**src/rtl/image_frame_gate.sv**
```systemverilog
//============================================================================
// Module : image_frame_gate
// Brief  : Frame-aligned capture gate with frame count, decimation and stop.
// Rev    : 1.0
//============================================================================
`default_nettype none

`ifndef DTYPE_WIDTH
`define DTYPE_WIDTH 4
`endif
`ifndef DTYPE_HEADER_START
`define DTYPE_HEADER_START 4'h1
`endif
`ifndef DTYPE_FRAME_START
`define DTYPE_FRAME_START 4'h2
`endif
`ifndef DTYPE_FRAME_END
`define DTYPE_FRAME_END 4'h3
`endif

module image_frame_gate #(
    parameter int DATA_WIDTH = 16,
    parameter int CNT_WIDTH  = 16
) (
    input  logic                    clk,
    input  logic                    reset,
    input  logic                    enable,
    input  logic                    start,
    input  logic                    stop,
    input  logic [CNT_WIDTH-1:0]    num_frames,
    input  logic [7:0]              skip,
    input  logic                    dvi,
    input  logic [`DTYPE_WIDTH-1:0] dtypei,
    input  logic [DATA_WIDTH-1:0]   datai,
    output logic                    dvo,
    output logic [`DTYPE_WIDTH-1:0] dtypeo,
    output logic [DATA_WIDTH-1:0]   datao,
    output logic                    busy,
    output logic [CNT_WIDTH-1:0]    frames_done,
    output logic                    done
);

    localparam logic [1:0] c_ST_IDLE = 2'd0;
    localparam logic [1:0] c_ST_ARM  = 2'd1;
    localparam logic [1:0] c_ST_PASS = 2'd2;
    localparam logic [1:0] c_ST_SKIP = 2'd3;

    localparam logic [`DTYPE_WIDTH-1:0] c_DT_HS = `DTYPE_HEADER_START;
    localparam logic [`DTYPE_WIDTH-1:0] c_DT_FS = `DTYPE_FRAME_START;
    localparam logic [`DTYPE_WIDTH-1:0] c_DT_FE = `DTYPE_FRAME_END;
    localparam logic [CNT_WIDTH-1:0]    c_CNT_ONE  = {{(CNT_WIDTH-1){1'b0}}, 1'b1};
    localparam logic [CNT_WIDTH:0]      c_CNT_ONE1 = {{CNT_WIDTH{1'b0}}, 1'b1};

    logic [1:0]              r_state_q,    w_state_d;
    logic                    r_open_q,     w_open_d;
    logic                    r_pend_q,     w_pend_d;
    logic                    r_done_req_q, w_done_req_d;
    logic                    r_done_q,     w_done_d;
    logic [CNT_WIDTH-1:0]    r_frames_q,   w_frames_d;
    logic [CNT_WIDTH-1:0]    r_num_lat_q,  w_num_lat_d;
    logic [7:0]              r_skip_lat_q, w_skip_lat_d;
    logic [7:0]              r_skip_cnt_q, w_skip_cnt_d;
    logic                    r_dvo_q,      w_dvo_d;
    logic [`DTYPE_WIDTH-1:0] r_dtype_q,    w_dtype_d;
    logic [DATA_WIDTH-1:0]   r_data_q,     w_data_d;

    logic                    w_open_evt;
    logic                    w_close_evt;
    logic                    w_arm_open;
    logic                    w_last;
    logic                    w_pass;
    logic [CNT_WIDTH-1:0]    w_frames_inc;

    always_comb begin
        w_open_evt   = dvi && ((dtypei == c_DT_HS) || ((dtypei == c_DT_FS) && !r_open_q));
        w_close_evt  = dvi && (dtypei == c_DT_FE) && r_open_q;
        // ARM only accepts an open from a closed stream, so a unit already in
        // flight at start time (or restarted by a header) is never picked up.
        w_arm_open   = w_open_evt && !r_open_q;
        w_frames_inc = (&r_frames_q) ? r_frames_q : (r_frames_q + c_CNT_ONE);
        w_last       = (r_num_lat_q != '0) &&
                       (({1'b0, r_frames_q} + c_CNT_ONE1) == {1'b0, r_num_lat_q});

        w_state_d    = r_state_q;
        w_pend_d     = r_pend_q;
        w_done_req_d = 1'b0;
        w_frames_d   = r_frames_q;
        w_num_lat_d  = r_num_lat_q;
        w_skip_lat_d = r_skip_lat_q;
        w_skip_cnt_d = r_skip_cnt_q;
        w_pass       = 1'b0;

        if (w_open_evt) begin
            w_open_d = 1'b1;
        end else if (w_close_evt) begin
            w_open_d = 1'b0;
        end else begin
            w_open_d = r_open_q;
        end

        if (!enable) begin
            w_state_d = c_ST_IDLE;
            w_pend_d  = 1'b0;
        end else begin
            case (r_state_q)
                c_ST_IDLE: begin
                    if (start) begin
                        w_state_d    = c_ST_ARM;
                        w_num_lat_d  = num_frames;
                        w_skip_lat_d = skip;
                        w_skip_cnt_d = 8'd0;
                        w_frames_d   = '0;
                        w_pend_d     = 1'b0;
                    end
                end
                c_ST_ARM: begin
                    if (stop) begin
                        w_state_d    = c_ST_IDLE;
                        w_pend_d     = 1'b0;
                        w_done_req_d = 1'b1;
                    end else if (w_arm_open) begin
                        if (r_skip_cnt_q != 8'd0) begin
                            w_state_d = c_ST_SKIP;
                        end else begin
                            w_state_d = c_ST_PASS;
                            w_pass    = 1'b1;
                        end
                    end
                end
                c_ST_SKIP: begin
                    if (stop) begin
                        w_state_d    = c_ST_IDLE;
                        w_pend_d     = 1'b0;
                        w_done_req_d = 1'b1;
                    end else if (w_close_evt) begin
                        w_state_d    = c_ST_ARM;
                        w_skip_cnt_d = r_skip_cnt_q - 8'd1;
                    end
                end
                default: begin
                    w_pass = 1'b1;
                    if (w_close_evt) begin
                        w_frames_d = w_frames_inc;
                        if (w_last || r_pend_q || stop) begin
                            w_state_d    = c_ST_IDLE;
                            w_pend_d     = 1'b0;
                            w_done_req_d = 1'b1;
                        end else begin
                            w_state_d    = c_ST_ARM;
                            w_skip_cnt_d = r_skip_lat_q;
                        end
                    end else if (stop) begin
                        w_pend_d = 1'b1;
                    end
                end
            endcase
        end

        // done trails the IDLE entry by one cycle
        w_done_d = enable && r_done_req_q;

        if (!enable) begin
            w_dvo_d   = dvi;
            w_dtype_d = dtypei;
            w_data_d  = datai;
        end else if (w_pass && dvi) begin
            w_dvo_d   = 1'b1;
            w_dtype_d = dtypei;
            w_data_d  = datai;
        end else begin
            w_dvo_d   = 1'b0;
            w_dtype_d = '0;
            w_data_d  = '0;
        end
    end

    always_ff @(posedge clk) begin
        if (reset) begin
            r_state_q    <= c_ST_IDLE;
            r_open_q     <= 1'b0;
            r_pend_q     <= 1'b0;
            r_done_req_q <= 1'b0;
            r_done_q     <= 1'b0;
            r_frames_q   <= '0;
            r_num_lat_q  <= '0;
            r_skip_lat_q <= 8'd0;
            r_skip_cnt_q <= 8'd0;
            r_dvo_q      <= 1'b0;
            r_dtype_q    <= '0;
            r_data_q     <= '0;
        end else begin
            r_state_q    <= w_state_d;
            r_open_q     <= w_open_d;
            r_pend_q     <= w_pend_d;
            r_done_req_q <= w_done_req_d;
            r_done_q     <= w_done_d;
            r_frames_q   <= w_frames_d;
            r_num_lat_q  <= w_num_lat_d;
            r_skip_lat_q <= w_skip_lat_d;
            r_skip_cnt_q <= w_skip_cnt_d;
            r_dvo_q      <= w_dvo_d;
            r_dtype_q    <= w_dtype_d;
            r_data_q     <= w_data_d;
        end
    end

    assign dvo         = r_dvo_q;
    assign dtypeo      = r_dtype_q;
    assign datao       = r_data_q;
    assign busy        = (r_state_q != c_ST_IDLE);
    assign frames_done = r_frames_q;
    assign done        = r_done_q;

endmodule

`default_nettype wire

```
**config.mk**
```make
export PLATFORM = sky130hd
export DESIGN_NAME = image_frame_gate
export DESIGN_NICKNAME = d
export VERILOG_FILES = /design/src/rtl/image_frame_gate.sv
export SDC_FILE = /design/constraint.sdc
export NUM_CORES = 1
export LEC_CHECK = 0
export CAP_MARGIN = 20
export CORE_AREA = 10 10 103 105
export DETAILED_ROUTE_END_ITERATION = 10
export DIE_AREA = 0 0 113 115
export PLACE_DENSITY = 0.84
export SLEW_MARGIN = 20
export SYNTH_ARGS = -nofsm -noshare
export SYNTH_HDL_FRONTEND = slang
export SYNTH_SLANG_ARGS = --single-unit
```
**constraint.sdc**
```tcl
create_clock -name clk -period 2.5 [get_ports clk]
set_input_delay 0.625 -clock clk [delete_from_list [all_inputs] [get_ports clk]]
set_output_delay 0.625 -clock clk [all_outputs]
set_load 0.01 [all_outputs]
```
==> impl_metrics.json, run 1 <==
{
  "yosysMostFrequentCell": "dfxtp_1",
  "violations": "setup timing",
  "fin_nets": 643,
  "ys_seq_area_share_pct": 39.8,
  "dieArea_mm2": 0.0130,
  "hold_start": "r_done_req_q$_SDFF_PP0_",
  "numCtsBuffers": 9,
  "crit_slowest_cell": "or4_1",
  "cts_hold_buffers": 0,
  "status": "complete, but fails checks",
  "p_leak_uw": 0.00203,
  "avgSynthCellArea_um2": 8.08,
  "endpoint_kind": "flop",
  "synth_edf_count": 0,
  "ir_drop_mv": 0.307,
  "slew_headroom_pct": 72.5,
  "fin_ws_ns": -0.00305,
  "ys_async_sr_fraction_pct": 0,
  "dr_total_vias": 3981,
  "grt_start_max_net_pins": 25,
  "drt_iter0_markers": 296,
  "setup_viol": 1,
  "arrival_ns": 2.74,
  "wl_mm": 12.2,
  "viasPerCell": 5.69,
  "cts_tree": "built",
  "grtUsageTotal_pct": 16.5,
  "grt.overflow.total": 0,
  "path_delay_family": "compound AO/OA/AOI/OAI gates",
  "drtAntennaViolNets": 0,
  "period_share_pct": 100,
  "initial_core_util_pct": 44.1,
  "finalNonFillerCells": 700,
  "dieHeight_um": 115,
  "syn_inst": 467,
  "root_buffer": "clkbuf_8",
  "clk-insertion-delay-late_ns": 0.36,
  "drv_cap": 0,
  "place_inst": 673,
  "synth_nets": 523,
  "r2r-start": "frames_done[0]$_SDFFE_PP0P_",
  "clk_path_buf_depth": 2,
  "antenna_cells": 0,
  "wl_per_cell_um": 17.4,
  "synthFlopType": "dfxtp_1",
  "finClkSkew_ns": 0.0157,
  "synth.area.top_cells": "dfxtp_1 40%, a21oi_1 7.4%, nand2_1 6.7%",
  "fill_cells": 684,
  "path_clk_slew_ns": 0.08,
  "grt_antenna_before_repair": 0,
  "total_power_uw": 2680,
  "clkSinkCount": 75,
  "ys_warn_count": 0,
  "yosys_register_bits": 75,
  "grt_pass1_vias": 3760,
  "gp_congestion": 0.908,
  "fmax_mhz": 400,
  "worst-path-buf-inv": 0,
  "path_cells": "ha_4, and3_4, nand3_2, or4_1, a31oi_1, o2111ai_2, o21ai_0, a211o_1, a21oi_1",
  "criticalPathCategory": "flop to flop",
  "design.core.area_mm2": 0.00855,
  "power.density_mw_per_mm2": 498,
  "grt_pass1_wl_mm": 18.0,
  "critPathLaunchType": "flop",
  "finalHoldViolCount": 0,
  "first_pass_iters": 5,
  "slowest_delay_ns": 0.48,
  "finalMaxSlewViolations": 0,
  "fp.dieW_um": 113,
  "synth_top_area_cell": "dfxtp_1",
  "drc": 0,
  "crit_start": "frames_done[0]$_SDFFE_PP0P_",
  "area_delta_synth_final_pct": 42.5,
  "hold_class": "flop to flop",
  "cp_max_fo": 5,
  "rows": 34,
  "fin_crit_ns": 2.50,
  "worst_pin_slew_ns": 0.408,
  "synth_cell_type_count": 61,
  "htree_levels": 3,
  "hpwl_mm": 8.47,
  "holdWs_ns": 0.412,
  "ys_top_cells_by_count": "75 x dfxtp_1, 67 x nand2_1, 56 x a21oi_1, 39 x nor2_1, 24 x and2_1",
  "synth_top_cell_area_share_pct": 39.8,
  "crit_required_ns": 2.74,
  "seqCellArea_mm2": 0.00151,
  "drive_gt1_share_pct": 18.2,
  "portBuffers": 88,
  "boundaryPins": 89,
  "synth_area_mm2": 0.00377,
  "multi_input_area_mm2": 0.00224
}
## worst reg2reg max path, delay by kind of cell (launching register included)
family / cells / cell delay [ns]
simple gates: 3 / 0.83
flops: 1 / 0.36
fa+ha+maj: 1 / 0.16
compound gates: 5 / 1.03
## stage by stage
stage | utilization, % | TNS [ns] | instance area (µm²) | setup WS (ns)
after floorplan | - | 0 | 3770 | 0.0176
after global placement | 57.9 | -5.13 | 4950 | -0.222
after detailed placement | 57.9 | -7.19 | 4950 | -0.281
after CTS | 60.2 | 0 | 5150 | 0.0000813
after global routing | 62.9 | -0.633 | 5380 | -0.0642
final | 62.9 | -0.00305 | 5380 | -0.00305
## final timing paths
path | cells past startpoint | slack, ns | endpoint
hold reg to reg | 2 | 0.41 | done$_SDFF_PP0_
hold / removal | 2 | 0.41 | done$_SDFF_PP0_
setup reg to reg | 9 | -0.003 | r_state_q[0]$_SDFFE_PP0P_
setup / recovery | 9 | -0.003 | r_state_q[0]$_SDFFE_PP0P_
## layer usage
metal	up-vias	global-route usage, %	wire (µm)
li1	1877	-	-
met1	1846	19.3	4690
met2	214	28.8	6120
met3	44	3.85	986
met4	0	5.84	360
met5	-	0	0
## state kept, by name, indices dropped and copies added, names as in the netlist
name,cells
datao,16
done,1
dtypeo,4
dvo,1
frames_done,16
r_done_req_q,1
r_num_lat_q,16
r_open_q,1
r_pend_q,1
r_skip_cnt_q,8
r_skip_lat_q,8
r_state_q,2
## cell families (layout without fill, tap and decap cells)
logic type	count (synthesis)	count (layout)	share of synthesized area (%)
AND/OR/NAND/NOR	207	207	28.7
XOR/XNOR	22	22	5.11
AO/OA/AOI/OAI	116	117	19.5
buffers and inverters	39	163	4.35
flip-flops	75	75	39.8
multiplexers	2	2	0.564
adder cells (fa/ha/maj)	6	6	1.99
## cell usage in the layout (no fill, tap or decap), types with 3 or more instances in the layout
master           Yosys  final
nand3b_1             5      5
or3_1                8      8
nor3_1              10      9
and2_1              24     22
a211oi_2             5      5
o311a_1              3      3
clkbuf_8             0      9
nand3_1             16     15
nand2_1             67     66
a31oi_1              5      5
ha_1                 6      4
dfxtp_1             75     69
nor2_1              39     39
inv_2                1      3
dlymetal6s2s_1       0      3
inv_1               10      8
dfxtp_2              0      6
or4_1                4      4
xor2_1               5      5
buf_4                0     43
o21ai_0             23     22
xnor2_1             17     17
clkdlybuf4s50_1      0     83
a21oi_1             56     55
nand2b_1             6      6
buf_6                1      5
nor4_1               4      3
## timing repair
| item | in CTS | in global routing |
|---|---|---|
| endpoints found under the setup margin | 21 | 33 |
| buffers inserted | 0 | 7 |
| gates cloned | 1 | 3 |
| gates resized for setup | 5 | 42 |
| pin swaps | 0 | 15 |
## power breakdown
part	internal [µW]	switching (µW)
registers	1240	37.5
clock network	461	474
logic	251	213
## area by class of cell
class / instances / share of cell area, %
clock buffer: 10 / 2.37
clock inverter: 6 / 1.19
inverter: 11 / 0.768
timing repair buffer: 136 / 23.5
tap: 108 / 2.51
sequential: 75 / 28.1
multi-input combinational: 354 / 41.6
No activity file was read; power rests on OpenSTA's default activity.
==> run 2, diff against run 1 <==
--- a/config.mk
+++ b/config.mk
@@ -5,12 +5,12 @@
 export SDC_FILE = /design/constraint.sdc
 export NUM_CORES = 1
 export LEC_CHECK = 0
-export CAP_MARGIN = 20
+export CAP_MARGIN = 15
 export CORE_AREA = 10 10 103 105
 export DETAILED_ROUTE_END_ITERATION = 10
 export DIE_AREA = 0 0 113 115
 export PLACE_DENSITY = 0.84
-export SLEW_MARGIN = 20
+export SLEW_MARGIN = 10
 export SYNTH_ARGS = -nofsm -noshare
 export SYNTH_HDL_FRONTEND = slang
 export SYNTH_SLANG_ARGS = --single-unit
==> results of run 2 <==
The final DEF is identical to that of run 1; final timing and power are the same.
==> run 3, diff against run 2 <==
--- a/config.mk
+++ b/config.mk
@@ -9,6 +9,7 @@
 export CORE_AREA = 10 10 103 105
 export DETAILED_ROUTE_END_ITERATION = 10
 export DIE_AREA = 0 0 113 115
+export GPL_ROUTABILITY_DRIVEN = 0
 export PLACE_DENSITY = 0.84
 export SLEW_MARGIN = 10
 export SYNTH_ARGS = -nofsm -noshare
==> constraint.sdc (replaced) <==
create_clock -name clk -period 2.5 [get_ports clk]
set_input_delay 0.375 -clock clk [delete_from_list [all_inputs] [get_ports clk]]
set_output_delay 0.375 -clock clk [all_outputs]
set_load 0.01 [all_outputs]
==> impl_metrics.json, run 3 (same netlist as run 1, synthesis figures left out) <==
{
  "status": "complete, but fails checks",
  "violations": "setup timing",
  "p_int_uw": 2000,
  "clkSinkCount": 75,
  "finalMaxSlewViolations": 0,
  "p_seq_share_pct": 46.9,
  "cp_max_fo": 7,
  "slew_headroom_pct": 69.2,
  "worst_pin_slew_ns": 0.454,
  "holdWs_ns": 0.415,
  "power.density_mw_per_mm2": 511,
  "grt.overflow.total": 0,
  "grt_start_max_net_pins": 25,
  "grtUsageTotal_pct": 17.3,
  "rows": 34,
  "grt_antenna_before_repair": 0,
  "placed_area_mm2": 0.00491,
  "final_common_cell": "clkdlybuf4s50_1",
  "fin_nets": 638,
  "clk-insertion-delay-late_ns": 0.36,
  "drc": 0,
  "dr_total_vias": 3979,
  "wl_mm": 12.1,
  "arrival_ns": 2.78,
  "grt_pass1_vias": 3786,
  "seqCellArea_mm2": 0.00151,
  "grt_pass1_wl_mm": 18.7,
  "period_share_pct": 100,
  "finalHoldViolCount": 0,
  "htree_levels": 3,
  "swShare_pct": 26.7,
  "fp.dieW_um": 113,
  "hold_class": "flop to flop",
  "drt_iter0_markers": 500,
  "fin_crit_ns": 2.51,
  "critPathLaunchType": "flop",
  "path_cells": "ha_4, and3_4, nand3_4, or4_1, a31oi_1, o2111ai_2, o21a_4, o311a_1, o31ai_2",
  "initial_core_util_pct": 44.1,
  "clk_path_buf_depth": 2,
  "fin_ws_ns": -0.00837,
  "multi_input_area_mm2": 0.00224,
  "power_switching_uw": 729,
  "hpwl_mm": 8.40,
  "drv_cap": 0,
  "tns_ns": -0.00837,
  "cts_tree": "built",
  "area_delta_synth_final_pct": 41.8,
  "finClkSkew_ns": 0.0109,
  "power_frac_clock_pct": 36.3,
  "path_delay_family": "compound AO/OA/AOI/OAI gates",
  "worst-path-buf-inv": 0,
  "design.core.area_mm2": 0.00855,
  "setup_viol": 1,
  "design_area_mm2": 0.00535,
  "viasPerCell": 5.73,
  "endpoint_kind": "flop",
  "total_power_uw": 2730,
  "portBuffers": 88,
  "numCtsBuffers": 9,
  "drtAntennaViolNets": 0,
  "criticalPathCategory": "flop to flop",
  "crit_slowest_cell": "or4_1",
  "boundaryPins": 89,
  "root_buffer": "clkbuf_8",
  "mostFrequentLayoutCells": "87 x clkdlybuf4s50_1, 69 x dfxtp_1, 67 x nand2_1, 55 x a21oi_1, 39 x buf_4",
  "crit_required_ns": 2.77,
  "ir_drop_mv": 0.295,
  "antenna_cells": 0,
  "p_comb_share_pct": 16.8,
  "rsz0062_at_grt": "true",
  "dpl_worst_slack_ns": -0.0912,
  "fill_cells": 691,
  "drive_gt1_share_pct": 18.2,
  "path_clk_slew_ns": 0.08,
  "wl_per_cell_um": 17.4,
  "slowest_delay_ns": 0.48,
  "first_pass_iters": 9,
  "fmax_mhz": 399,
  "dieArea_mm2": 0.0130,
  "dieHeight_um": 115,
  "p_leak_uw": 0.00197
}
[run 3: layout make-up]
class	count	area share, %
clock buffers	11	2.83
multi-input cells	354	41.9
clock inverters	5	1.10
inverters	11	0.772
repair buffers	131	22.7
flip-flops and latches	75	28.2
well taps	108	2.53
[run 3: metal layers]
metal | wire length [µm] | vias to the layer above | track usage, %
li1 | - | 1864 | -
met1 | 4820 | 1884 | 20.7
met2 | 6020 | 191 | 28.6
met3 | 905 | 40 | 4.22
met4 | 367 | 0 | 8.21
met5 | 0 | - | 0
[run 3: per-stage QoR]
step	utilization [%]	cells
after CTS	60.4	688
final	62.5	695
after floorplan	-	467
after global routing	62.5	695
after detailed placement	57.4	668
after global placement	57.4	668
[run 3: worst reg2reg max path: stages, from the launching register on]
cell       delay (ns)
dfxtp_2          0.37
ha_4             0.15
and3_4           0.22
nand3_4          0.10
or4_1            0.48
a31oi_1          0.19
o2111ai_2        0.22
o21a_4           0.31
o311a_1          0.14
o31ai_2          0.24
[run 3: final timing paths]
path,from,end,slack [ns],cells after the start
setup / recovery,frames_done[0]$_SDFFE_PP0P_,r_skip_cnt_q[4]$_SDFFE_PP0P_,-0.008,9
hold / removal,r_done_req_q$_SDFF_PP0_,done$_SDFF_PP0_,0.42,2
setup reg to reg,frames_done[0]$_SDFFE_PP0P_,r_skip_cnt_q[4]$_SDFFE_PP0P_,-0.008,9
hold reg to reg,r_done_req_q$_SDFF_PP0_,done$_SDFF_PP0_,0.42,2
[run 3: power groups by stage]
stage | Sequential, µW | Combinational (µW) | Clock (µW)
3_3_place_gp | 1300 | 387 | 0
3_5_place_dp | 1300 | 401 | 0
4_1_cts | 1280 | 417 | 1000
5_1_grt | 1290 | 496 | 1050
6_report | 1280 | 458 | 993
2_1_floorplan | 1300 | 218 | 0
[run 3: repair_timing]
action                     in CTS  in global routing
pin swaps                       2                 11
setup endpoints to repair      24                 30
resized for setup               7                 37
hold buffers                    0                  0
cloned                          2                  2
setup buffers                   2                  5
